--- config.mk ---
export PLATFORM = sky130hd
export DESIGN_NAME = arm_hazard_unit_flat
export DESIGN_NICKNAME = d
export VERILOG_FILES = /design/src/rtl/arm_hazard_if.sv /design/src/rtl/arm_hazard_unit.sv /design/src/flat_wrapper.sv
export SDC_FILE = /design/constraint.sdc
export NUM_CORES = 1
export LEC_CHECK = 0
export BUFFER_PORTS_ARGS = -buffer_cell sky130_fd_sc_hd__buf_4
export CORE_MARGIN = 1.5
export CORE_UTILIZATION = 40
export CTS_CLUSTER_DIAMETER = 30
export DETAILED_ROUTE_END_ITERATION = 16
export HOLD_SLACK_MARGIN = 0.06
export PLACE_DENSITY = 0.75
export SYNTH_ARGS = -nofsm -noshare
export SYNTH_HDL_FRONTEND = slang
export SYNTH_SLANG_ARGS = --single-unit
export TNS_END_PERCENT = 5
--- constraint.sdc ---
create_clock -name clk -period 1.9 [get_ports clk]
set_input_delay 0.095 -clock clk [delete_from_list [all_inputs] [get_ports clk]]
set_output_delay 0.095 -clock clk [all_outputs]
set_load 0.01 [all_outputs]
--- src/rtl/arm_hazard_if.sv ---
// Decode-to-hazard-unit bus: decoded operand/destination info in, stall/forward/halt control out.
// fsm_state mirrors the drain FSM (0 RUN, 1 DRAIN, 2 HALT) for observation.
interface arm_hazard_if;
    logic       id_valid;
    logic [2:0] id_read_mask;
    logic [3:0] id_read_reg0;
    logic [3:0] id_read_reg1;
    logic [3:0] id_read_reg2;
    logic       id_rd_we;
    logic [3:0] id_rd_num;
    logic       id_is_load;
    logic       id_cpsr_we;
    logic       id_cond_use;
    logic       id_halt;
    logic       stall;
    logic [1:0] fwd_sel0;
    logic [1:0] fwd_sel1;
    logic [1:0] fwd_sel2;
    logic       halted;
    logic [1:0] fsm_state;

    // Decode side drives the instruction fields; the hazard unit answers in the same cycle.
    // There is no handshake: stall=1 means decode must hold its instruction for another cycle.
    modport master (
        output id_valid, id_read_mask, id_read_reg0, id_read_reg1, id_read_reg2,
               id_rd_we, id_rd_num, id_is_load, id_cpsr_we, id_cond_use, id_halt,
        input  stall, fwd_sel0, fwd_sel1, fwd_sel2, halted, fsm_state
    );
    modport slave (
        input  id_valid, id_read_mask, id_read_reg0, id_read_reg1, id_read_reg2,
               id_rd_we, id_rd_num, id_is_load, id_cpsr_we, id_cond_use, id_halt,
        output stall, fwd_sel0, fwd_sel1, fwd_sel2, halted, fsm_state
    );
endinterface

--- src/rtl/arm_hazard_unit.sv ---
// ARM pipeline hazard unit: shadow EX/MEM/WB tracking, stall, operand forwarding, SWI drain/halt.
// Define HAZARD_FORWARDING_EN to forward from EX/MEM/WB; otherwise any dependency stalls until WB retires.
module arm_hazard_unit (
    input  logic         clk,
    input  logic         rst,
    arm_hazard_if.slave  hz
);
    typedef struct packed {
        logic       valid;
        logic       rd_we;
        logic [3:0] rd_num;
        logic       is_load;
        logic       cpsr_we;
    } stage_t;

    typedef enum logic [1:0] {RUN = 2'd0, DRAIN = 2'd1, HALT = 2'd2} state_t;

    state_t     state, state_nxt;
    stage_t     ex_q, mem_q, wb_q, ex_d;
    logic [3:0] rd_reg [3];
    logic [2:0] hit_ex, hit_mem, hit_wb;
    logic [1:0] fwd [3];
    logic       flag_haz, data_haz, stall, issue;

    function automatic logic stage_hit(stage_t s, logic m, logic [3:0] r);
        // R15 reads come from the PC path, never from an in-flight writer.
        return s.valid && s.rd_we && m && (r != 4'd15) && (s.rd_num == r);
    endfunction

    assign rd_reg[0] = hz.id_read_reg0;
    assign rd_reg[1] = hz.id_read_reg1;
    assign rd_reg[2] = hz.id_read_reg2;

    always_comb begin
        hit_ex  = '0;
        hit_mem = '0;
        hit_wb  = '0;
        for (int i = 0; i < 3; i++) begin
            hit_ex[i]  = stage_hit(ex_q,  hz.id_read_mask[i], rd_reg[i]);
            hit_mem[i] = stage_hit(mem_q, hz.id_read_mask[i], rd_reg[i]);
            hit_wb[i]  = stage_hit(wb_q,  hz.id_read_mask[i], rd_reg[i]);
        end
    end

    assign flag_haz = hz.id_cond_use && ex_q.valid && ex_q.cpsr_we;

`ifdef HAZARD_FORWARDING_EN
    // Only a load in EX cannot be forwarded: its data is not available until MEM.
    assign data_haz = ex_q.is_load && (|hit_ex);

    always_comb begin
        for (int i = 0; i < 3; i++) begin
            fwd[i] = 2'b00;
            if (hz.id_valid) begin
                if (hit_ex[i])       fwd[i] = 2'b01;
                else if (hit_mem[i]) fwd[i] = 2'b10;
                else if (hit_wb[i])  fwd[i] = 2'b11;
            end
        end
    end
`else
    assign data_haz = |(hit_ex | hit_mem | hit_wb);

    always_comb begin
        for (int i = 0; i < 3; i++) fwd[i] = 2'b00;
    end
`endif

    always_comb begin
        stall     = 1'b1;
        state_nxt = state;
        case (state)
            RUN: begin
                stall = hz.id_valid && (data_haz || flag_haz);
                if (hz.id_valid && hz.id_halt && !stall) state_nxt = DRAIN;
            end
            // EX only ever receives bubbles here, so WB is empty next cycle once EX and MEM are.
            DRAIN: if (!ex_q.valid && !mem_q.valid) state_nxt = HALT;
            HALT:  state_nxt = HALT;
            default: state_nxt = RUN;
        endcase
    end

    assign issue = (state == RUN) && hz.id_valid && !stall;

    always_comb begin
        ex_d = '0;
        if (issue) begin
            ex_d.valid   = 1'b1;
            ex_d.rd_we   = hz.id_rd_we;
            ex_d.rd_num  = hz.id_rd_num;
            ex_d.is_load = hz.id_is_load;
            ex_d.cpsr_we = hz.id_cpsr_we;
        end
    end

    always_ff @(posedge clk or posedge rst) begin
        if (rst) begin
            state <= RUN;
            ex_q  <= '0;
            mem_q <= '0;
            wb_q  <= '0;
        end else begin
            state <= state_nxt;
            ex_q  <= ex_d;
            mem_q <= ex_q;
            wb_q  <= mem_q;
        end
    end

    logic unused_bits;
    assign unused_bits = ^{ex_q.is_load, mem_q.is_load, mem_q.cpsr_we, wb_q.is_load, wb_q.cpsr_we};

    assign hz.stall     = stall;
    assign hz.fwd_sel0  = fwd[0];
    assign hz.fwd_sel1  = fwd[1];
    assign hz.fwd_sel2  = fwd[2];
    assign hz.halted    = (state == HALT);
    assign hz.fsm_state = state;
endmodule

--- src/flat_wrapper.sv ---
// flat-port wrapper written by rule: the top's interface ports become plain ports
module arm_hazard_unit_flat 
  (clk, rst, hz_id_valid, hz_id_read_mask, hz_id_read_reg0, hz_id_read_reg1, hz_id_read_reg2, hz_id_rd_we, hz_id_rd_num, hz_id_is_load, hz_id_cpsr_we, hz_id_cond_use, hz_id_halt, hz_stall, hz_fwd_sel0, hz_fwd_sel1, hz_fwd_sel2, hz_halted, hz_fsm_state);
  arm_hazard_if hz_i ();
  input  logic clk;
  input  logic rst;
  input wire logic [$bits(hz_i.id_valid)-1:0] hz_id_valid;
  input wire logic [$bits(hz_i.id_read_mask)-1:0] hz_id_read_mask;
  input wire logic [$bits(hz_i.id_read_reg0)-1:0] hz_id_read_reg0;
  input wire logic [$bits(hz_i.id_read_reg1)-1:0] hz_id_read_reg1;
  input wire logic [$bits(hz_i.id_read_reg2)-1:0] hz_id_read_reg2;
  input wire logic [$bits(hz_i.id_rd_we)-1:0] hz_id_rd_we;
  input wire logic [$bits(hz_i.id_rd_num)-1:0] hz_id_rd_num;
  input wire logic [$bits(hz_i.id_is_load)-1:0] hz_id_is_load;
  input wire logic [$bits(hz_i.id_cpsr_we)-1:0] hz_id_cpsr_we;
  input wire logic [$bits(hz_i.id_cond_use)-1:0] hz_id_cond_use;
  input wire logic [$bits(hz_i.id_halt)-1:0] hz_id_halt;
  output wire logic [$bits(hz_i.stall)-1:0] hz_stall;
  output wire logic [$bits(hz_i.fwd_sel0)-1:0] hz_fwd_sel0;
  output wire logic [$bits(hz_i.fwd_sel1)-1:0] hz_fwd_sel1;
  output wire logic [$bits(hz_i.fwd_sel2)-1:0] hz_fwd_sel2;
  output wire logic [$bits(hz_i.halted)-1:0] hz_halted;
  output wire logic [$bits(hz_i.fsm_state)-1:0] hz_fsm_state;
  assign hz_i.id_valid = hz_id_valid;
  assign hz_i.id_read_mask = hz_id_read_mask;
  assign hz_i.id_read_reg0 = hz_id_read_reg0;
  assign hz_i.id_read_reg1 = hz_id_read_reg1;
  assign hz_i.id_read_reg2 = hz_id_read_reg2;
  assign hz_i.id_rd_we = hz_id_rd_we;
  assign hz_i.id_rd_num = hz_id_rd_num;
  assign hz_i.id_is_load = hz_id_is_load;
  assign hz_i.id_cpsr_we = hz_id_cpsr_we;
  assign hz_i.id_cond_use = hz_id_cond_use;
  assign hz_i.id_halt = hz_id_halt;
  assign hz_stall = hz_i.stall;
  assign hz_fwd_sel0 = hz_i.fwd_sel0;
  assign hz_fwd_sel1 = hz_i.fwd_sel1;
  assign hz_fwd_sel2 = hz_i.fwd_sel2;
  assign hz_halted = hz_i.halted;
  assign hz_fsm_state = hz_i.fsm_state;
  arm_hazard_unit u_core (.clk(clk), .rst(rst), .hz(hz_i));
endmodule
---- After elaboration in Yosys (flattened, before gate mapping) ----
Index checks and enable logic that the tools add are counted.
storage, ports and cells
  register bits after elaboration ......... 21
  output and inout bits ................... 10
  logic and storage cells ................. 80
operators by class
  equal/unequal tests ..................... 16
  reductions and logical operators ........ 46
  multiplexer cells ....................... 5
  bitwise logic cells ..................... 2
operator list
  kind                                                  count
  logical AND 1 bit                                     38
  equality test 4 bit                                   9
  != test 4 bit (second input constant)                 3
  two-way mux 8 bit                                     1
  OR 3 bit                                              2
  one-hot mux 2 bit (3 select lines)                    1
  zero test 1 bit                                       4
  two-way mux 2 bit                                     2
  != test 2 x 1 -> 1 bit (second input constant)        2
  OR reduction 3 bit                                    1
  equality test 2 x 1 -> 1 bit (second input constant)  1
  equality test 2 bit (second input constant)           1
  zero test 2 bit                                       1
  AND reduction 2 bit                                   1
  logical OR 1 bit                                      1
  two-way mux 1 bit                                     1

---- Logic depth before layout (Yosys ltp) ----
  depth in word-level cells ............... 13
  depth in mapped cells ................... 7
  mapped depth without buffers ............ 7

---- Worst setup path before layout ----
No wires, ideal clock.
  kind .................................... reg-to-reg
  start ................................... register u_core.wb_q[5] in the netlist's numbering
  end ..................................... register u_core.state[0], in the netlist u_core.hz.fsm_state[0]
  cell stages (with the launch flop) ...... 8
  clock period less this slack ............ 1.636 ns
  data required time ...................... 1.772 ns
  slack ................................... 0.264 ns
  data arrival time ....................... 1.508 ns
  setup time .............................. 0.128 ns
  path through ............................ dfrtp_1 > xnor2_1 > nand3_1 > nor3_1 > nor4_2 > nand2_1 > o21ai_2 > mux2_1
between the ends
  cells in the longest elaborated chain, start to end .. 10
  elaborated cells on any way between the ends .. 14
  classes of those cells .................. 4 x eq/ne; 1 x bitwise; 9 x reduce/logical
ends and longest elaborated chain
  what                                  RTL line                text
  start: declaration                    arm_hazard_unit.sv:19   stage_t ex_q, mem_q, wb_q, ex_d;
  start signal: assignment              arm_hazard_unit.sv:107  wb_q <= mem_q;
  equality test 4 bit                   arm_hazard_unit.sv:27   return s.valid && s.rd_we && m && (r != 4'd15) && (s.rd_num == r);
  logical AND 1 bit                     arm_hazard_unit.sv:27
  OR 3 bit (*)                          arm_hazard_unit.sv:62   assign data_haz = |(hit_ex | hit_mem | hit_wb);
  OR reduction 3 bit (*)                arm_hazard_unit.sv:62
  logical OR 1 bit (*)                  arm_hazard_unit.sv:74   stall = hz.id_valid && (data_haz || flag_haz);
  logical AND 1 bit (*)                 arm_hazard_unit.sv:74
  zero test 1 bit (*)                   arm_hazard_unit.sv:75   if (hz.id_valid && hz.id_halt && !stall) state_nxt = DRAIN;
  logical AND 1 bit (*)                 arm_hazard_unit.sv:75
  != test 2 x 1 -> 1 bit (no line) (*)  --
  AND reduction 2 bit (no line) (*)     --
  end signal: assignment                arm_hazard_unit.sv:104  state <= state_nxt;
  end: declaration                      arm_hazard_unit.sv:18   state_t state, state_nxt;
Mark *: on every way between the ends. The rest lies on a longest branch, timed or not.
A chain may end at the register's enable or synchronous reset.

---- Worst setup path in the final report ----
  start ................................... register u_core.mem_q[2] in the netlist's numbering
  end ..................................... output port hz_stall
between the ends
  cells in the longest elaborated chain, start to end .. 8
  elaborated cells on any way between the ends .. 12
  classes of those cells .................. 3 x eq/ne; 1 x mux; 2 x bitwise; 6 x reduce/logical
ends and longest elaborated chain
  what                       RTL line                text
  start: declaration         arm_hazard_unit.sv:19
  start signal: assignment   arm_hazard_unit.sv:106  mem_q <= ex_q;
  equality test 4 bit        arm_hazard_unit.sv:27
  logical AND 1 bit          arm_hazard_unit.sv:27
  OR 3 bit (*) (2 in a row)  arm_hazard_unit.sv:62
  OR reduction 3 bit (*)     arm_hazard_unit.sv:62
  logical OR 1 bit (*)       arm_hazard_unit.sv:74
  logical AND 1 bit (*)      arm_hazard_unit.sv:74
  two-way mux 1 bit (*)      arm_hazard_unit.sv:72   case (state)
  end: declaration           flat_wrapper.sv:18      output wire logic [$bits(hz_i.stall)-1:0] hz_stall;
Marks and branches as above.

==> flow_metrics.py <==
metrics = {
    "outcome": {
        "status": "finished, final reports clean",
    },
    "cts": {
        "insertion_delay_ns": 0.30,
        "cts_root_buffer": "clkbuf_4",
        "clk_pin_slew_ns": 0.11,
        "cts_buffers": 3,
        "cts_sinks": 21,
        "cts_buffer_depth": 2,
        "cts-htree-levels": 1,
        "cts_tree": "done",
    },
    "cells_and_area": {
        "fin_area_sq_um": 1620,
        "nNetsFinal": 196,
        "drive_gt1_share_pct": 25.6,
        "final_cell_mix": "30 x buf_4, 24 x xnor2_1, 19 x dfrtp_1",
        "num-fill-cells": 268,
        "insertedDiodeCount": 0,
        "layout_commonest_cell": "buf_4",
        "instances_no_fill": 197,
        "syn2layout_area_growth_pct": 29.3,
        "final_core_util_pct": 53.9,
    },
    "route": {
        "vias": 978,
        "drt-wirelength-per-cell_um": 13.2,
        "via_per_inst": 4.96,
        "drtIter0Drc": 19,
        "ant_nets": 0,
        "wl_um": 2610,
        "route.detailed.drc": 0,
        "drt-pass1-iter-count": 4,
    },
    "sta": {
        "fmax_ghz": 0.547,
        "maxSlewViolCount": 0,
        "worstMarginPinSlew_ns": 0.760,
        "hold_viol": 0,
        "slew_headroom_pct": 49.3,
        "timing.hold.ws_ns": 0.101,
        "tns_ns": 0,
        "rsz0062_at_grt": "yes",
        "period_minus_slack_ns": 1.83,
        "finalSetupViolCount": 0,
        "fin_crit_sh_pct": 96.3,
        "fin_skew_ns": 0.00240,
        "timing.final.ws_setup_ns": 0.0705,
    },
    "yosys": {
        "ys_ff_latch": 21,
        "avgSynthCellArea_sq_um": 10.2,
        "synth-xor-area-share_pct": 25.2,
        "synth_compound_gate_area_share_pct": 2.70,
        "muxShareOfSynthArea_pct": 1.80,
        "synthAdderAreaFrac_pct": 4.00,
        "ys_seq_area_share_pct": 42.0,
        "ys_warn_count": 0,
        "synth_area_sq_um": 1250,
        "ys_types": 23,
        "synth_simple_gate_area_share_pct": 19.6,
        "syn_inst": 123,
        "synth_top_family_by_area": "XOR/XNOR gates",
    },
    "place": {
        "place_hpwl_um": 2060,
        "dpl_cell_area_sq_um": 1490,
        "dp.cells": 184,
        "port_buffers": 29,
        "finalWeightedCongestion": 0.875,
        "place_ws_ns": 0.124,
    },
    "global_routing": {
        "antenna_found_initial": 0,
        "grt_pass1_vias": 1019,
        "grt_usage_pct": 16.7,
        "grt_overflow": 0,
        "grt_start_max_net_pins": 22,
        "grt_pass1_wl_um": 4360,
    },
    "critical_path": {
        "r2r_end": "u_core.hz.fsm_state[0]",
        "regToRegSetupSlack_ns": 0.13,
        "critPathArrivalTime_ns": 1.73,
        "r2r-start": "u_core.mem_q[2]",
        "crit_type": "reg -> out",
        "crit_fanout": 4,
        "endpoint_kind": "primary output",
        "cp-start-kind": "register",
        "worst_r2r_path_depth": 7,
        "required_ns": 1.80,
    },
    "pwr": {
        "p_total_mw": 1.40,
        "p_leak_nw": 0.755,
        "irDropWorstVdd_v": 0.000413,
        "p_per_area_nw_per_um2": 868,
    },
    "floorplan": {
        "ios": 37,
        "die-area_sq_um": 3480,
        "start_util_pct": 41.7,
        "core.rowCount": 20,
        "die_h_um": 59.0,
        "die_w_um": 59.0,
        "core_sq_um": 3000,
    },
    "worst_hold_path": {
        "hold_class": "in -> reg",
        "hold_depth": 3,
        "whs_endpoint": "u_core.ex_q[7]",
        "hp-start": "hz_id_valid",
    },
    "run": {
        "cap_violations": 0,
    },
}
## synth_stat cells (all sizes together)
cell | number | share of area [%]
dfrtp | 21 | 42
conb | 1 | 0.30
nand3 | 11 | 4.4
nand4 | 4 | 2.0
o21ai | 2 | 1.1
buf | 6 | 3.6
xor2 | 12 | 8.4
nand2b | 1 | 0.50
ha | 4 | 4.0
mux2 | 2 | 1.8
nor2 | 1 | 0.50
and3 | 2 | 1.0
and2 | 6 | 3.0
nor3 | 7 | 2.8
inv | 3 | 0.90
o21bai | 2 | 1.2
nand2 | 9 | 2.9
xnor2 | 24 | 17
a21oi | 1 | 0.40
nor4 | 4 | 2.5
## registers in the layout, indices dropped and copies added, names as in the netlist
name / count
u_core.ex_q: 7
u_core.mem_q: 6
u_core.wb_q: 6
u_core.hz.fsm_state: 2
## logic make-up (layout without fill, tap and decap cells)
kind of cell               count (synthesis)  after routing
adders and majority gates                  4              4
muxes                                      2              2
and+or+nand+nor                           45             45
buffers and inverters                      9             45
xor gates and xnor gates                  36             36
DFF                                       21             21
other                                      1              6
AOI/OAI and AO/OA                          5              5
## cell type report
type                       instances  area [sq um]  share of cell area (%)
clock buffer                       4          26.3                    1.62
timing repair buffer              38           307                    18.9
inverter                           3          11.3                   0.696
tap                               33          41.3                    2.55
sequential                        21           528                    32.6
multi-input combinational         98           706                    43.6
## critical path, stage by stage (launching register included)
cell	delay, ns
dfrtp_1	0.46
xnor2_1	0.15
nand3_1	0.11
nor4_2	0.05
nor4_2	0.25
nand4_1	0.15
nand2_1	0.08
nand2_1	0.06
buf_6	0.12
## worst max-delay path by stage
stage | start | endpoint | cells past startpoint
2_1_floorplan | u_core.wb_q[5] | u_core.hz.fsm_state[0] | 7
3_3_place_gp | u_core.wb_q[3] | u_core.hz.fsm_state[1] | 7
3_5_place_dp | u_core.wb_q[4] | u_core.hz.fsm_state[0] | 7
4_1_cts | u_core.mem_q[4] | hz_stall | 8
5_1_grt | u_core.wb_q[4] | hz_stall | 8
6_report | u_core.mem_q[2] | hz_stall | 8
## per-layer routing
metal  track usage (%)  up-vias  wire length [um]
li1                  -      479                 -
met2              28.1       35              1310
met5                 0        -                 0
met1              20.8      458              1160
met4              8.12        0                50
met3              2.42        6                88
## where the power goes
group	leakage [nW]	internal, mW	switching, mW
sequential	0.279	0.545	0.109
combinational	0.461	0.294	0.247
clock	0.0150	0.0818	0.128
## what timing repair did
| action | in CTS | in global routing |
|---|---|---|
| hold buffers | 7 | 0 |
| hold endpoints to repair | 27 | 0 |
| gates resized for setup | 2 | 4 |
| pin swaps | 2 | 8 |
| setup endpoints to repair | 1 | 7 |
| buffers inserted | 0 | 2 |
Power figures use the tool's default switching activity.
